[src/rtl/uart_pkg.sv]
// Shared UART register types, IIR identifiers and character framing helper.
package uart_pkg;

   typedef struct packed {
      logic       dlab;
      logic       set_break;
      logic       stick_par;
      logic       eps;
      logic       pen;
      logic       stb;
      logic [1:0] wls;
   } lcr_t;

   typedef struct packed {
      logic [1:0] rx_trig;
      logic [1:0] rsvd;
      logic       dma_mode;
      logic       tx_rst;
      logic       rx_rst;
      logic       ena;
   } fcr_t;

   typedef struct packed {
      logic fifo_err;
      logic temt;
      logic thre;
      logic bi;
      logic fe;
      logic pe;
      logic oe;
      logic dr;
   } lsr_t;

   typedef struct packed {
      logic edssi;
      logic elsi;
      logic etbei;
      logic erbfi;
   } ier_t;

   localparam logic [2:0] IIR_ID_RLS  = 3'b011;
   localparam logic [2:0] IIR_ID_RDA  = 3'b010;
   localparam logic [2:0] IIR_ID_CTO  = 3'b110;
   localparam logic [2:0] IIR_ID_THRE = 3'b001;
   localparam logic [2:0] IIR_ID_MS   = 3'b000;
   localparam logic [2:0] IIR_ID_NONE = 3'b000;

   // Start + data + parity + stop bits of one character frame (7..12).
   function automatic logic [3:0] char_bits(input lcr_t lcr);
      return 4'd6 + 4'(lcr.wls) + 4'(lcr.pen) + (lcr.stb ? 4'd2 : 4'd1);
   endfunction

endpackage

[src/rtl/uart_char_timer.sv]
// Character-timeout timer: counts baud pulses of RX FIFO inactivity up to four character times.
module uart_char_timer
   import uart_pkg::*;
#(
   parameter int OVERSAMPLE = 16,
   parameter int TMR_W      = 10
) (
   input  logic clk,
   input  logic rst,
   input  logic baud_pulse_i,
   input  logic fifo_en_i,
   input  logic rx_empty_i,
   input  logic rx_push_i,
   input  logic rx_pop_i,
   input  lcr_t lcr_i,
   output logic cto_o
);

   logic [TMR_W-1:0] cnt_q;
   logic [TMR_W-1:0] limit;
   logic             clr;

   // Limit follows LCR combinationally so a format change takes effect without restarting the count.
   assign limit = TMR_W'(4 * OVERSAMPLE * int'(char_bits(lcr_i)));
   assign clr   = rx_push_i | rx_pop_i | rx_empty_i | ~fifo_en_i;

   // NOTE: sequential state uses non-blocking assignment so every flop samples pre-edge values.
   always_ff @(posedge clk) begin
      if (rst) begin
         cnt_q <= '0;
      end else if (clr) begin
         cnt_q <= '0;
      end else if (baud_pulse_i && (cnt_q < limit)) begin
         cnt_q <= cnt_q + TMR_W'(1);
      end
   end

   assign cto_o = fifo_en_i & ~rx_empty_i & (cnt_q >= limit);

endmodule

[src/rtl/uart_int_ctrl.sv]
// 16550-style interrupt controller: latches sources, masks with IER, arbitrates and registers IIR/irq.
module uart_int_ctrl
   import uart_pkg::*;
#(
   parameter int FIFO_DEPTH = 16,
   parameter int CNT_W      = $clog2(FIFO_DEPTH + 1),
   parameter int OVERSAMPLE = 16
) (
   input  logic             clk,
   input  logic             rst,
   input  logic             baud_pulse_i,
   input  logic [3:0]       ier_i,
   input  logic             fifo_en_i,
   input  logic [3:0]       rx_threshold_i,
   input  logic [7:0]       lcr_i,
   input  logic [CNT_W-1:0] rx_fifo_count_i,
   input  logic             rx_push_i,
   input  logic             rx_pop_i,
   input  logic             tx_fifo_empty_i,
   input  logic             tx_push_i,
   input  logic             rx_oe_i,
   input  logic             rx_pe_i,
   input  logic             rx_fe_i,
   input  logic             rx_bi_i,
   input  logic [3:0]       msr_delta_i,
   input  logic             rd_iir_i,
   input  logic             rd_lsr_i,
   input  logic             rd_msr_i,
   output logic [7:0]       iir_o,
   output logic             irq_o
);

   ier_t       ier;
   logic       rx_empty;
   logic       rda;
   logic       cto;
   logic       rls_q;
   logic       ms_q;
   logic       thre_q;
   logic       tx_empty_q;
   logic       etbei_q;
   logic       thre_set;
   logic       thre_clr;
   logic       any_pend;
   logic [2:0] win_id;
   logic [7:0] iir_q;
   logic       irq_q;

   assign ier      = ier_t'(ier_i);
   assign rx_empty = (rx_fifo_count_i == '0);
   assign rda      = fifo_en_i ? (rx_fifo_count_i >= CNT_W'(rx_threshold_i)) : !rx_empty;

   uart_char_timer #(
      .OVERSAMPLE (OVERSAMPLE)
   ) u_char_timer (
      .clk          (clk),
      .rst          (rst),
      .baud_pulse_i (baud_pulse_i),
      .fifo_en_i    (fifo_en_i),
      .rx_empty_i   (rx_empty),
      .rx_push_i    (rx_push_i),
      .rx_pop_i     (rx_pop_i),
      .lcr_i        (lcr_t'(lcr_i)),
      .cto_o        (cto)
   );

   // THRE fires on a TX-empty rising edge, or on etbei being enabled while already empty.
   assign thre_set = tx_fifo_empty_i & (~tx_empty_q | (ier.etbei & ~etbei_q));
   assign thre_clr = tx_push_i | (rd_iir_i & ~iir_q[0] & (iir_q[3:1] == IIR_ID_THRE));

   // NOTE: every always_comb output gets a default first, so no path can infer a latch.
   always_comb begin
      any_pend = 1'b0;
      win_id   = IIR_ID_NONE;
      if (rls_q && ier.elsi) begin
         any_pend = 1'b1;
         win_id   = IIR_ID_RLS;
      end else if (rda && ier.erbfi) begin
         any_pend = 1'b1;
         win_id   = IIR_ID_RDA;
      end else if (cto && ier.erbfi) begin
         any_pend = 1'b1;
         win_id   = IIR_ID_CTO;
      end else if (thre_q && ier.etbei) begin
         any_pend = 1'b1;
         win_id   = IIR_ID_THRE;
      end else if (ms_q && ier.edssi) begin
         any_pend = 1'b1;
         win_id   = IIR_ID_MS;
      end
   end

   always_ff @(posedge clk) begin
      if (rst) begin
         rls_q      <= 1'b0;
         ms_q       <= 1'b0;
         thre_q     <= 1'b0;
         tx_empty_q <= 1'b0;
         etbei_q    <= 1'b0;
         iir_q      <= 8'h01;
         irq_q      <= 1'b0;
      end else begin
         // Latched flags ignore IER so unmasking later exposes them.
         rls_q      <= (rx_oe_i | rx_pe_i | rx_fe_i | rx_bi_i) | (rls_q & ~rd_lsr_i);
         ms_q       <= (|msr_delta_i) | (ms_q & ~rd_msr_i);
         if (thre_clr) begin
            thre_q <= 1'b0;
         end else if (thre_set) begin
            thre_q <= 1'b1;
         end
         tx_empty_q <= tx_fifo_empty_i;
         etbei_q    <= ier.etbei;
         iir_q      <= {{2{fifo_en_i}}, 2'b00, win_id, ~any_pend};
         irq_q      <= any_pend;
      end
   end

   assign iir_o = iir_q;
   assign irq_o = irq_q;

endmodule

[config.mk]
export PLATFORM = sky130hd
export DESIGN_NAME = uart_int_ctrl
export DESIGN_NICKNAME = d
export VERILOG_FILES = /design/src/rtl/uart_pkg.sv /design/src/rtl/uart_char_timer.sv /design/src/rtl/uart_int_ctrl.sv
export SDC_FILE = /design/constraint.sdc
export NUM_CORES = 1
export LEC_CHECK = 0
export BUFFER_PORTS_ARGS = -buffer_cell sky130_fd_sc_hd__buf_2
export CAP_MARGIN = 0
export CELL_PAD_IN_SITES_DETAIL_PLACEMENT = 0
export CELL_PAD_IN_SITES_GLOBAL_PLACEMENT = 1
export CORE_ASPECT_RATIO = 1.75
export CORE_MARGIN = 5
export CORE_UTILIZATION = 34
export CTS_CLUSTER_DIAMETER = 150
export DETAILED_ROUTE_END_ITERATION = 12
export MAX_ROUTING_LAYER = met4
export PLACE_DENSITY_LB_ADDON = 0.1
export SYNTH_ARGS = -nofsm -noshare
export SYNTH_HDL_FRONTEND = slang
export SYNTH_SLANG_ARGS = --single-unit
[constraint.sdc]
create_clock -name clk -period 3 [get_ports clk]
set_input_delay 0.6 -clock clk [delete_from_list [all_inputs] [get_ports clk]]
set_output_delay 0.6 -clock clk [all_outputs]
set_load 0.05 [all_outputs]
==> impl_summary.md <==
Synthesis
The xor and xnor fraction of the mapped netlist area is 0.0220. The cell area after technology mapping is 0.00119 mm^2. The fraction of the mapped netlist area in compound gates is 0.158. The total number of yosys warnings is 0. The dominant combinational cell family by area after synthesis is simple AND/OR/NAND/NOR gates. After synthesis, the netlist uses 37 different library cells. Of the total synthesized cell area, the portion taken by full adders, half adders and majority gates is 0.153. The sequential share of the synthesized area is 0.352.

The count of mapped cells out of synthesis is 136. The share of synthesized area spent on multiplexers is 0.00839. Of the total synthesized cell area, the portion taken by AND, OR, NAND and NOR gates is 0.224. Averaged over all synthesized cells, the footprint is 8.78 um^2. The synthesized design contains 21 register bits.

STA
Setup repair after global routing left no endpoint under its margin. The number of failing hold endpoints at the final stage is 0. The final max-slew violation count is 0. The final critical-path required period is 2710 ps. The post-route worst setup slack is 294 ps. The worst hold slack is 479 ps. The timing-limited maximum frequency is 0.370 GHz. The fraction of the cycle the final worst path needs is 0.902. In the final timing run, aggregate negative setup slack is 0 ps. The clock arrives with 2.54 ps of skew. The count of final setup violators is 0.

Critical path
For the worst setup path, the data required time is 3180 ps. STA classifies the critical path startpoint as a primary input. The critical path in this run is classified as in2reg.

The kind of end point of the critical path is a flop. The maximum fanout along the worst path is 6. The signal on the critical path passes through buf_2, inv_1, fa_1, inv_1, ha_1, inv_1, ha_1, ha_1, o211ai_4, nand4_1, or3_1, a21oi_1. Data on the critical path arrives at its endpoint at 2890 ps. The slowest cell on the critical path is sky130_fd_sc_hd__fa_1.

The largest single stage delay on the critical path is 410 ps.

Outcome
The flow ran to the end, and the final reports show no timing, DRC or antenna violations.

Clock network
Once the clock tree was built, the resizer swapped 0 gates to a different size. The root buffer cell chosen for the clock tree is sky130_fd_sc_hd__clkbuf_8. CTS saw 21 sinks. The TritonCTS clock tree is yes. The maximum level of the CTS H-tree is 1. The number of buffers inserted by hold repair at cts is 0. The TritonCTS buffer count is 3. The clock passes through at most 2 buffers.

After clock tree synthesis, the clock-pin slew on the worst setup and hold paths is 70 ps. Clock latency on the worst-skew pair, taken at its later pin, is 260 ps. The total setup buffers inserted after CTS is 0.

Finish
The finished layout holds 226 standard cells, fillers aside. The number of inserted filler cells in the final layout is 376. The count of nets after finishing is 236. In the final layout, the multi-input gates occupy 683 um^2.

Registers take 420 um^2. In the final layout, the share of cells above drive strength 1 is 0.282. The layout overhead on the synthesized area is 25.5%. 0 antenna diodes ended up in the layout.

Global routing
The global route total overflow is 0. The pin count of the biggest net entering global routing is 12. The global-route total usage across every layer is 0.122.

The initial antenna violation count came to 0. The global-route wire length before repair is 4260 um. The via count of the first global-routing pass is 1054.

Route
The number of detailed-route iterations in the first pass is 4. The routed length per placed instance is 11.9 um. The via count of the routed design is 1077. The first routing iteration left 19 violations.

Using the TritonRoute via totals, the vias-per-cell ratio works out to 4.77. The routed design has 2690 um of wire. In this run the remaining antenna-violating nets after routing total 0. The residual DRC count is 0.

Power
The power consumption is 0.594 mW. For this design the ratio of total power to cell area is 397 mW/mm^2. Across the VDD grid, the largest voltage drop is 0.161 mV.

Summed over all cells, the static leakage comes to 0.689 nW.

Run
The number of max-cap violations is 0.

Floorplanning
49 I/O pins were placed. The die covers 0.00484 mm^2. The initial core utilization is 0.351. The horizontal extent of the die is 54.8 um. The core region is 0.00340 mm^2. The floorplan has 28 rows. The die is 88.4 um tall.

Worst hold path
The path class of the lowest-slack min-delay path is reg2reg.

Placed design
The wire-length estimate of the detail-placed layout is 2320 um. The congestion estimate from routability-driven global placement came to 0.803. The total of buffers placed on input and output ports is 42.

In this run, placement finished with an instance count of 222. The worst slack at placement is 4.30 ps.
==> flip-flops by register name, indices dropped and copies added (netlist names) <==
register,count
u_char_timer.cnt_q,10
thre_q,1
tx_empty_q,1
etbei_q,1
ms_q,1
irq_o,1
rls_q,1
iir_o,5
==> through the flow <==
| step | util | cell area [um^2] |
|---|---|---|
| after floorplan | - | 1200 |
| after global placement | 0.427 | 1450 |
| after detailed placement | 0.427 | 1450 |
| after CTS | 0.441 | 1500 |
| after global routing | 0.441 | 1500 |
| final | 0.441 | 1500 |
==> placed cells by master, fill, tap and decap left out, types with 5 or more instances in the layout <==
| cell type | count |
|---|---|
| sky130_fd_sc_hd__a21oi_1 | 9 |
| sky130_fd_sc_hd__buf_2 | 42 |
| sky130_fd_sc_hd__dfxtp_1 | 21 |
| sky130_fd_sc_hd__ha_1 | 13 |
| sky130_fd_sc_hd__inv_1 | 18 |
| sky130_fd_sc_hd__nand3_1 | 5 |
| sky130_fd_sc_hd__nand4_1 | 5 |
| sky130_fd_sc_hd__nor2_1 | 10 |
| sky130_fd_sc_hd__o21ai_0 | 8 |
| sky130_fd_sc_hd__or3_1 | 6 |
==> cell type report <==
type	instances	area share
multi-input cells	94	0.456
clock buffers	4	0.0301
repair buffers	44	0.150
well taps	45	0.0376
flip-flops and latches	21	0.281
inverters	18	0.0451
==> metal layers <==
metal  global-route usage  vias to the layer above  part of all wire
met1                0.115                      484              0.36
met2                0.228                       23              0.59
met5                    -                        -                 0
li1                     -                      568                 -
met4               0.0544                        0            0.0093
met3               0.0152                        2             0.047
==> cell usage after synthesis <==
| cell type | count | area share |
|---|---|---|
| sky130_fd_sc_hd__o211ai_4 | 1 | 0.018 |
| sky130_fd_sc_hd__nor3_1 | 2 | 0.0084 |
| sky130_fd_sc_hd__o21ai_0 | 8 | 0.034 |
| sky130_fd_sc_hd__conb_1 | 1 | 0.0031 |
| sky130_fd_sc_hd__nand2_1 | 4 | 0.013 |
| sky130_fd_sc_hd__xor2_1 | 1 | 0.0073 |
| sky130_fd_sc_hd__and4b_1 | 1 | 0.0084 |
| sky130_fd_sc_hd__a31oi_1 | 1 | 0.0052 |
| sky130_fd_sc_hd__xnor2_1 | 2 | 0.015 |
| sky130_fd_sc_hd__ha_1 | 13 | 0.14 |
| sky130_fd_sc_hd__nor2_1 | 10 | 0.031 |
| sky130_fd_sc_hd__fa_1 | 1 | 0.017 |
| sky130_fd_sc_hd__a2111oi_0 | 1 | 0.0073 |
| sky130_fd_sc_hd__o211ai_1 | 2 | 0.013 |
| sky130_fd_sc_hd__nor2b_1 | 2 | 0.010 |
| sky130_fd_sc_hd__nand4_2 | 1 | 0.010 |
| sky130_fd_sc_hd__nor4bb_1 | 1 | 0.0084 |
| sky130_fd_sc_hd__nand4_1 | 5 | 0.026 |
| sky130_fd_sc_hd__and3_1 | 1 | 0.0052 |
| sky130_fd_sc_hd__a21oi_2 | 1 | 0.0073 |
| sky130_fd_sc_hd__a22oi_1 | 1 | 0.0063 |
| sky130_fd_sc_hd__nor2b_4 | 1 | 0.012 |
| sky130_fd_sc_hd__nand2b_1 | 3 | 0.016 |
| sky130_fd_sc_hd__mux2i_1 | 1 | 0.0084 |
| sky130_fd_sc_hd__nor4b_1 | 1 | 0.0073 |
| sky130_fd_sc_hd__a41oi_1 | 1 | 0.0073 |
| sky130_fd_sc_hd__a211oi_1 | 1 | 0.0063 |
| sky130_fd_sc_hd__a21oi_1 | 9 | 0.038 |
| sky130_fd_sc_hd__nand3_1 | 5 | 0.021 |
| sky130_fd_sc_hd__buf_4 | 3 | 0.019 |
| sky130_fd_sc_hd__a41o_1 | 2 | 0.017 |
| sky130_fd_sc_hd__inv_1 | 18 | 0.057 |
| sky130_fd_sc_hd__nor4_1 | 2 | 0.010 |
| sky130_fd_sc_hd__and2_1 | 1 | 0.0052 |
| sky130_fd_sc_hd__or3_1 | 6 | 0.031 |
| sky130_fd_sc_hd__clkbuf_1 | 1 | 0.0031 |
| sky130_fd_sc_hd__dfxtp_1 | 21 | 0.35 |
==> where the power goes <==
group / switching [mW] / internal, mW / leakage (nW)
sequential: 0.00356 / 0.288 / 0.172
clock: 0.0902 / 0.0945 / 0.0228
combinational: 0.0692 / 0.0493 / 0.495
==> path summary, 6_finish.rpt <==
path | from | end | slack [ps] | cells past startpoint
max | lcr_i[0] | u_char_timer.cnt_q[8]$_SDFFE_PP0P_ | 290 | 12
min | rls_q$_SDFF_PP0_ | rls_q$_SDFF_PP0_ | 480 | 2
max reg2reg | u_char_timer.cnt_q[7]$_SDFFE_PP0P_ | u_char_timer.cnt_q[8]$_SDFFE_PP0P_ | 1110 | 6
min reg2reg | rls_q$_SDFF_PP0_ | rls_q$_SDFF_PP0_ | 480 | 2
==> worst max-delay path: cells and delay by family <==
family / cells / cell delay [ps]
adder cells (fa/ha/maj): 4 / 1140
AND/OR/NAND/NOR: 2 / 650
AO/OA/AOI/OAI: 2 / 270
buffers and inverters: 4 / 220
==> cells by family (layout without fill, tap and decap cells) <==
kind of cell / after synthesis / after routing
DFF: 21 / 21
adders and majority gates: 14 / 14
muxes: 1 / 1
buffers and inverters: 22 / 66
xor gates and xnor gates: 3 / 3
AOI/OAI and AO/OA: 28 / 28
and+or+nand+nor: 46 / 46
other: 1 / 2
No activity file was read; power rests on OpenSTA's default activity.
